--- src/rtl/quad_step_decoder.sv ---
// Quadrature step decoder: synchronizes and jointly debounces encoder phases A/B,
// then turns each accepted Gray-code step into an EN pulse plus UpDown direction.
module quad_step_decoder #(
  parameter int DEB_CYCLES = 4
) (
  input  logic       CLK,
  input  logic       MR,
  input  logic       A,
  input  logic       B,
  input  logic       ERR_CLR,
  output logic       EN,
  output logic       UpDown,
  output logic       ERR,
  output logic       VALID,
  output logic [1:0] PHASE,
  output logic       dbg_state
);

  typedef enum logic {
    ST_INIT  = 1'b0,
    ST_TRACK = 1'b1
  } state_t;

  localparam logic [7:0] DEB_M1 = 8'(DEB_CYCLES - 1);

  logic [1:0] sync1;
  logic [1:0] s;
  logic [1:0] s_prev;
  logic [1:0] f;
  logic [1:0] f_nxt;
  logic [7:0] dc;
  logic [7:0] dc_nxt;
  logic       upd;
  logic       upd_nxt;

  state_t     state;
  state_t     state_nxt;
  logic       en_nxt;
  logic       ud_nxt;
  logic       err_nxt;
  logic [1:0] phase_nxt;
  logic [1:0] step;

  // Position of a phase on the forward ring 00 -> 10 -> 11 -> 01.
  function automatic logic [1:0] ring_pos(input logic [1:0] p);
    case (p)
      2'b00:   ring_pos = 2'd0;
      2'b10:   ring_pos = 2'd1;
      2'b11:   ring_pos = 2'd2;
      default: ring_pos = 2'd3;
    endcase
  endfunction

  always_ff @(posedge CLK or posedge MR) begin
    if (MR) begin
      sync1  <= 2'b00;
      s      <= 2'b00;
      s_prev <= 2'b00;
      f      <= 2'b00;
      dc     <= 8'd0;
      upd    <= 1'b0;
    end else begin
      sync1  <= {A, B};
      s      <= sync1;
      s_prev <= s;
      f      <= f_nxt;
      dc     <= dc_nxt;
      upd    <= upd_nxt;
    end
  end

  // The cycle on which s first shows a new value counts as dc = 0, so a pair
  // is accepted once it has been seen for DEB_CYCLES consecutive cycles.
  always_comb begin
    dc_nxt  = dc;
    f_nxt   = f;
    upd_nxt = 1'b0;
    if (s == f) begin
      dc_nxt = 8'd0;
    end else begin
      if (s != s_prev) dc_nxt = 8'd0;
      else             dc_nxt = dc + 8'd1;
      if (dc_nxt == DEB_M1) begin
        f_nxt   = s;
        dc_nxt  = 8'd0;
        upd_nxt = 1'b1;
      end
    end
  end

  always_ff @(posedge CLK or posedge MR) begin
    if (MR) begin
      state  <= ST_INIT;
      EN     <= 1'b0;
      UpDown <= 1'b0;
      ERR    <= 1'b0;
      PHASE  <= 2'b00;
    end else begin
      state  <= state_nxt;
      EN     <= en_nxt;
      UpDown <= ud_nxt;
      ERR    <= err_nxt;
      PHASE  <= phase_nxt;
    end
  end

  assign step = ring_pos(f) - ring_pos(PHASE);

  // ring step 1 = forward, 3 = reverse, 2 = both bits flipped (illegal).
  always_comb begin
    state_nxt = state;
    phase_nxt = PHASE;
    en_nxt    = 1'b0;
    ud_nxt    = UpDown;
    err_nxt   = ERR_CLR ? 1'b0 : ERR;
    case (state)
      ST_INIT: begin
        if (upd) begin
          phase_nxt = f;
          state_nxt = ST_TRACK;
        end
      end
      ST_TRACK: begin
        if (upd) begin
          phase_nxt = f;
          case (step)
            2'd1: begin
              en_nxt = 1'b1;
              ud_nxt = 1'b0;
            end
            2'd3: begin
              en_nxt = 1'b1;
              ud_nxt = 1'b1;
            end
            2'd2:    err_nxt = 1'b1;
            default: ;
          endcase
        end
      end
      default: state_nxt = ST_INIT;
    endcase
  end

  assign VALID     = (state == ST_TRACK);
  assign dbg_state = state;

endmodule

--- config.mk ---
export PLATFORM = sky130hd
export DESIGN_NAME = quad_step_decoder
export DESIGN_NICKNAME = d
export VERILOG_FILES = /design/src/rtl/quad_step_decoder.sv
export SDC_FILE = /design/constraint.sdc
export NUM_CORES = 1
export LEC_CHECK = 0
export CAP_MARGIN = 20
export CORE_UTILIZATION = 30
export DETAILED_ROUTE_END_ITERATION = 8
export PLACE_DENSITY_LB_ADDON = 0.15
export SYNTH_ARGS = -nofsm -noshare
export SYNTH_HDL_FRONTEND = slang
export SYNTH_SLANG_ARGS = --single-unit
--- constraint.sdc ---
create_clock -name CLK -period 3.3 [get_ports CLK]
set_input_delay 0.495 -clock CLK [delete_from_list [all_inputs] [get_ports CLK]]
set_output_delay 0.495 -clock CLK [all_outputs]
set_load 0.02 [all_outputs]
==> results.cfg, run 1 <==
[status]
outcome = finished clean

[cells_and_area]
antenna_cells = 0
final_common_cell = dfrtp_1
post_route_cells_drive_above_1_share_pct = 8.74
final_util_pct = 38.3
layout_common_cells = dfrtp_1, clkdlybuf4s50_1, nor2_1
area_growth_pct = 17.2
num-fill-cells = 321
seqCellArea_um2 = 576
multi_input_comb_area_um2 = 428
layout.nets = 115

[yosys]
synthSimpleGateAreaFrac_pct = 16.5
syn_nets = 101
ys_seq_area_share_pct = 55.4
synth.area.top_cells = dfrtp_1, xor2_1, ha_1
syn_inst = 90
async_flop_share_pct = 100
synth_top_cell_area_share_pct = 55.4
synth_fa_ha_area_share_pct = 7.23
synth-edff-count = 0
synth_top_family_by_area = simple AND/OR/NAND/NOR gates
synth_xor_area_share_pct = 11.0
yosys_warnings = 0
synth_compound_area_share_pct = 2.29
synth_ff_type = dfrtp_1
yosysUniqueCellTypes = 27
synth_area_um2 = 1040
avgSynthCellArea_um2 = 11.5
synth_seq_cells = 23
synth_largest_area_cell = dfrtp_1
synth.area.mux_share_pct = 4.22

[sta]
setup_violations = 0
slew_viol_final = 0
setup_tns_ns = 0
hold_viol = 0
worstMarginPinSlew_ns = 0.865
max_freq_mhz = 507
rsz0062_at_grt = false
relSlewSlack_pct = 42.3
layout_min_cycle_time_ns = 1.97
skew_ns = 0.00345
timing.final.crit_share_pct = 59.7
worst_slack_ns = 1.33

[floorplan]
rows = 20
start_util_pct = 32.7
coreArea_um2 = 3180
num_io_pins = 12
dieArea_um2 = 3700
die_w_um = 60.8
chipHeight_um = 60.8

[route]
met1Wirelength_um = 709
first_pass_iters = 2
wl_per_cell_um = 11.6
wl_met3_um = 73
maxUsedRoutingLayer = met4
ant_nets = 0
dr_total_vias = 653
drc = 0
route.met2.wl_um = 852
wirelength_um = 1700
drt_iter0_drc = 34
viasPerCell = 4.44

[global_route]
antenna_found_initial = 0
grt_pass1_wl_um = 3050
grt_max_degree = 24
grt_pass1_vias = 678
gr-total-overflow = 0
grt_use_total_pct = 12.4

[clock_network]
ctsHoldBuffers = 0
postCtsSetupBuffers = 0
max-clock-path-buffers = 2
numCtsBuffers = 3
path_clk_slew_ns = 0.12
root_buffer = clkbuf_4
htreeDepth = 1
cts.sinks = 23
cts_resized = 0
cts_tree = done
clk_latency_ns = 0.32

[worst_setup_path]
crit_path_end_kind = flop
worst_setup_path_start_kind = flop
cp_slowest_stage_delay_ns = 0.45
worstPathCellList = ha_1 -> xor2_1 -> nor4_1 -> and3_1 -> nand3_2 -> mux2_1
slowest_stage = dfrtp_1
worstPathArrival_ns = 2.19
cp_data_required_time_ns = 3.52
criticalPathCategory = reg -> reg
crit_fanout = 6

[place]
io_buffers = 11
dp_hpwl_um = 1230
pre_cts_slack_ns = 1.36
routabilityCongestion = 0.749

[power_and_ir_drop]
p_clk_share_pct = 17.2
power_density_nw_per_um2 = 641
pwr-share-seq_pct = 47.1
power.share.switching_pct = 35.6
intPower_w = 0.000503
p_total_w = 0.000781
comb_power_share_pct = 35.7
leakage_nw = 0.550
ir_drop_uv = 237
p_sw_w = 0.000278

[min_path]
hp-class = reg -> reg

[flow_run]
cap_violations = 0
[critical path: cells and delay by family (launching register included)]
family / cells / cell delay, ns
xor+xnor: 1 / 0.20
flops: 1 / 0.45
simple gates: 3 / 0.59
mux: 1 / 0.34
fa+ha+maj: 1 / 0.28
[flip-flops by register name, summed over array words and instances (netlist names)]
name    cells
s_prev      2
upd         1
f           2
UpDown      1
s           2
VALID       1
sync1       2
EN          1
dc          8
PHASE       2
ERR         1
[synth_stat cells, types with 2 or more instances]
master	count
xnor2_1	4
o21ai_0	2
mux2_1	2
or2_2	2
nand2_1	5
xor2_1	9
ha_1	6
dfrtp_1	23
nor2_1	10
nor2b_1	2
nand3_1	4
inv_1	6
[worst paths after layout]
kind / cells past startpoint / slack, ns / end / from
min reg2reg: 0 / 0.37 / s[1] / sync1[1]
min: 0 / 0.37 / s[1] / sync1[1]
max: 6 / 1.33 / f[0] / dc[0]
max reg2reg: 6 / 1.33 / f[0] / dc[0]
max in group asynchronous: 2 / 2.14 / dc[7] / MR
min in group asynchronous: 2 / 0.63 / ERR / MR
[cells by family (layout without fill, tap and decap cells)]
kind of cell	Yosys count	count (layout)
adder cells (fa/ha/maj)	6	6
multiplexers	4	4
flip-flops	23	23
XOR/XNOR	13	13
AO/OA/AOI/OAI	4	4
buffers and inverters	8	21
AND/OR/NAND/NOR	32	32
[cell type report]
type,instances,share of cell area (%)
clock buffers,4,2.16
multi-input cells,59,35.1
inverters,6,1.85
well taps,44,4.52
repair buffers,11,9.04
flip-flops and latches,23,47.3
[stage by stage]
| step | hold WS (ns) | area [um2] | std cells |
|---|---|---|---|
| after floorplan | 0.331 | 1040 | 90 |
| after global placement | 0.334 | 1190 | 143 |
| after detailed placement | 0.339 | 1190 | 143 |
| after CTS | 0.368 | 1220 | 147 |
| after global routing | 0.386 | 1220 | 147 |
| final | 0.366 | 1220 | 147 |
[layer usage]
layer	vias up	GRT usage [%]
li1	318	-
met1	318	13.6
met2	13	20.3
met3	4	3.20
met4	0	9.74
met5	-	0
[power groups by stage]
stage / Sequential [W] / Combinational, W / Clock (W)
floorplan: 0.000388 / 0.000180 / 0
global placement: 0.000371 / 0.000277 / 0
detailed placement: 0.000375 / 0.000282 / 0
CTS: 0.000369 / 0.000284 / 0.000139
global route: 0.000377 / 0.000322 / 0.000154
finish: 0.000367 / 0.000279 / 0.000134
Power figures use the tool's default switching activity.
==> run 2: changes to the inputs <==
==> constraint.sdc (replaced) <==
create_clock -name CLK -period 2 [get_ports CLK]
set_input_delay 0.3 -clock CLK [delete_from_list [all_inputs] [get_ports CLK]]
set_output_delay 0.3 -clock CLK [all_outputs]
set_load 0.02 [all_outputs]
==> results.cfg, run 2 (same netlist as run 1, synthesis figures left out) <==
[route]
viasPerCell = 4.38
dr_total_vias = 652
ant_nets = 0
wirelength_um = 1590
drt_iter0_drc = 27
first_pass_iters = 4
drc = 0
wl_per_cell_um = 10.6

[place]
io_buffers = 11
dp_hpwl_um = 1160
routabilityCongestion = 0.778
pre_cts_slack_ns = 0.105

[floorplan]
start_util_pct = 32.7
chipHeight_um = 60.8
die_w_um = 60.8
num_io_pins = 12
coreArea_um2 = 3180
rows = 20
dieArea_um2 = 3700

[clock_network]
numCtsBuffers = 3
cts.sinks = 23
root_buffer = clkbuf_4
clk_latency_ns = 0.30
htreeDepth = 1
ctsHoldBuffers = 0
path_clk_slew_ns = 0.12
max-clock-path-buffers = 2
cts_tree = done

[global_route]
grt_max_degree = 24
grt_pass1_wl_um = 2930
grt.busiest_layer = met2
gr-total-overflow = 0
antenna_found_initial = 0
grt_use_met3_pct = 2.56
grt_util_met1_pct = 14.0
grt_use_total_pct = 10.9
grt_use_met2_pct = 18.1
grt_pass1_vias = 675

[power_and_ir_drop]
power_density_nw_per_um2 = 1030
leakage_nw = 0.559
ir_drop_uv = 289

[cells_and_area]
layout_common_cells = dfrtp_1, clkdlybuf4s50_1, nor2_1
num-fill-cells = 322
layout.nets = 117
area_growth_pct = 18.8
post_route_cells_drive_above_1_share_pct = 11.4
regMostFlops = dc
antenna_cells = 0
final_common_cell = dfrtp_1
largest_register_ffs = 8

[worst_setup_path]
worst_setup_path_start_kind = flop
crit_fanout = 5
worstPathCellList = ha_1 -> xor2_1 -> nor4_1 -> and3_1 -> nand3_2 -> mux2_1
worstPathArrival_ns = 2.09
cp_slowest_stage_delay_ns = 0.45
crit_path_end_kind = flop
cp_data_required_time_ns = 2.19
slowest_stage = dfrtp_2
criticalPathCategory = reg -> reg

[sta]
setup_tns_ns = 0
worst_slack_ns = 0.101
skew_ns = 0.00374
slew_viol_final = 0
layout_min_cycle_time_ns = 1.90
rsz0062_at_grt = false
hold_viol = 0
relSlewSlack_pct = 79.9
max_freq_mhz = 527
timing.final.crit_share_pct = 94.9
worstMarginPinSlew_ns = 0.301
setup_violations = 0

[flow_run]
cap_violations = 0

[status]
outcome = finished clean

[min_path]
hp-class = in -> async
-- run 2: power breakdown --
part	switching, W	total (W)	internal, W
logic	0.000237	0.000463	0.000226
clock network	0.000130	0.000207	0.0000775
registers	0.0000725	0.000604	0.000532
total	0.000439	0.00127	0.000836
-- run 2: worst paths after layout --
check	from	to	slack (ns)	cells after the start
worst min-delay path	MR	EN	0.33	3
min in group CLK	sync1[1]	s[1]	0.37	0
worst max-delay path	dc[0]	f[1]	0.10	6
max in group asynchronous	MR	dc[0]	1.43	3
worst max register to register	dc[0]	f[1]	0.10	6
worst min register to register	sync1[1]	s[1]	0.37	0
-- run 2: worst max-delay path: cells and delay by family (launching register included) --
kind	cells	cell delay, ns
AND/OR/NAND/NOR	3	0.53
multiplexers	1	0.34
flip-flops	1	0.45
XOR/XNOR	1	0.19
adder cells (fa/ha/maj)	1	0.27
-- run 2: layout make-up --
type,count,area (um2),share of cell area [%]
inverter,6,22.5,1.83
timing repair buffer,13,125,10.1
multi-input combinational,59,428,34.7
sequential,23,577,46.8
tap,44,55.1,4.46
clock buffer,4,26.3,2.13
-- run 2: layer usage --
metal,wire length (um),up-vias
met5,0,-
met4,18,0
met3,68,2
met2,728,14
met1,770,312
li1,-,324
-- run 2: repair_timing --
action / in CTS / in global routing
buffers inserted: 0 / 1
resized for setup: 0 / 1
endpoints found under the setup margin: 0 / 2
-- run 2: through the flow --
stage | utilization [%] | cell area, um2 | hold WS, ns | std cells | power, W
final | 38.8 | 1230 | 0.328 | 149 | 0.00127
after global routing | 38.8 | 1230 | 0.326 | 149 | 0.00140
after CTS | 38.5 | 1220 | 0.327 | 148 | 0.00130
after detailed placement | 37.7 | 1200 | 0.341 | 144 | 0.00108
after global placement | 37.7 | 1200 | 0.334 | 144 | 0.00107
after floorplan | - | 1040 | 0.302 | 90 | 0.000937
==> run 3: changes to the inputs <==
--- a/config.mk
+++ b/config.mk
@@ -6,7 +6,9 @@
 export NUM_CORES = 1
 export LEC_CHECK = 0
 export CAP_MARGIN = 20
-export CORE_UTILIZATION = 30
+export CORE_MARGIN = 2
+export CORE_UTILIZATION = 56
+export CTS_BUF_LIST = sky130_fd_sc_hd__clkbuf_8
 export DETAILED_ROUTE_END_ITERATION = 8
 export PLACE_DENSITY_LB_ADDON = 0.15
 export SYNTH_ARGS = -nofsm -noshare
==> results.cfg, run 3 (same netlist as run 1, synthesis figures left out) <==
[cells_and_area]
stdcell_count = 129
num-fill-cells = 140
seqCellArea_um2 = 576
largest_register_ffs = 8
regMostFlops = dc
multi_input_comb_area_um2 = 430
post_route_cells_drive_above_1_share_pct = 11.5
final_common_cell = dfrtp_1
area_growth_pct = 17.8
layout_common_cells = dfrtp_1, clkdlybuf4s50_1, nor2_1
layout.nets = 116
antenna_cells = 0

[floorplan]
chipHeight_um = 47.1
num_io_pins = 12
die_w_um = 47.1
dieArea_um2 = 2220
start_util_pct = 60.1
rows = 15
coreArea_um2 = 1730

[clock_network]
cts_resized = 0
path_clk_slew_ns = 0.07
max-clock-path-buffers = 2
clk_latency_ns = 0.26
htreeDepth = 1
numCtsBuffers = 3
root_buffer = clkbuf_8
cts_tree = done
ctsHoldBuffers = 0
postCtsSetupBuffers = 0
cts.sinks = 23

[worst_setup_path]
crit_family = simple AND/OR/NAND/NOR gates
worst_setup_path_start_kind = flop
cp_slowest_stage_delay_ns = 0.44
worstPathCellList = ha_2 -> xor2_1 -> nor4_1 -> and3_1 -> nand3_2 -> mux2_1
cp.buffers_inverters = 0
criticalPathCategory = reg -> reg
cp_data_required_time_ns = 2.14
crit_fanout = 6
slowest_stage = dfrtp_1
crit_path_end_kind = flop
worstPathArrival_ns = 2.01

[global_route]
grt_pass1_vias = 588
grt_use_total_pct = 17.2
grt_max_degree = 24
gr-total-overflow = 0
grt_pass1_wl_um = 2540
antenna_found_initial = 0

[sta]
worstMarginPinSlew_ns = 0.303
rsz0062_at_grt = false
max_freq_mhz = 536
setup_violations = 0
timing.hold.ws_ns = 0.352
slew_viol_final = 0
setup_tns_ns = 0
hold_viol = 0
skew_ns = 0.00379
relSlewSlack_pct = 79.8
timing.final.crit_share_pct = 93.3
layout_min_cycle_time_ns = 1.87

[route]
viasPerCell = 4.88
dr_total_vias = 629
wl_per_cell_um = 11.7
drc = 0
drt_iter0_drc = 10
first_pass_iters = 4
wirelength_um = 1510
ant_nets = 0

[status]
outcome = finished clean

[power_and_ir_drop]
ir_drop_uv = 905
p_total_w = 0.00134
power_density_nw_per_um2 = 1090
leakage_nw = 0.563

[place]
placed_cells = 125
io_buffers = 11
routabilityCongestion = 0.810
dp_hpwl_um = 1170

[min_path]
hp-class = reg -> reg

[flow_run]
cap_violations = 0
==> run 3: cell count changes in the layout (fill, tap and decap cells not counted), sizes merged <==
cell    change
clkbuf      -1
clkinv      +1
buf         -1
==> run 3: per-layer routing <==
layer / GRT usage, % / part of all wire [%] / vias up / wire length (um)
li1: - / - / 320 / -
met1: 23.7 / 49 / 291 / 739
met2: 24.7 / 45 / 16 / 672
met3: 6.92 / 5.6 / 2 / 84
met4: 6.67 / 0.73 / 0 / 11
met5: 0 / 0 / - / 0
==> run 3: final cells by class <==
class	count	share of cell area, %
Multi-Input combinational cell	59	35.2
Clock inverter	1	0.409
Tap cell	25	2.56
Clock buffer	3	3.37
Sequential cell	23	47.0
Timing Repair Buffer	12	9.61
Inverter	6	1.84
==> run 3: worst paths after layout <==
kind | start | to | slack, ns | cells past startpoint
worst max-delay path | dc[0] | f[1] | 0.13 | 6
worst min-delay path | sync1[1] | s[1] | 0.35 | 0
worst max register to register | dc[0] | f[1] | 0.13 | 6
worst min register to register | sync1[1] | s[1] | 0.35 | 0
max in group asynchronous | MR | dc[1] | 1.40 | 3
min in group asynchronous | MR | dc[4] | 0.38 | 3
==> run 3: report_power, final <==
| part | switching, W | leakage (nW) | internal (W) |
|---|---|---|---|
| Clock | 0.000132 | 0.0255 | 0.000139 |
| Combinational | 0.000236 | 0.240 | 0.000224 |
| Sequential | 0.0000758 | 0.297 | 0.000531 |
==> run 3: per-stage QoR <==
step	cell area, um2	utilization [%]	setup slack [ns]
after CTS	1220	70.7	0.100
after global routing	1220	70.9	0.0516
after global placement	1170	68.0	0.195
after detailed placement	1170	68.0	0.116
final	1220	70.9	0.134
after floorplan	1040	-	0.247
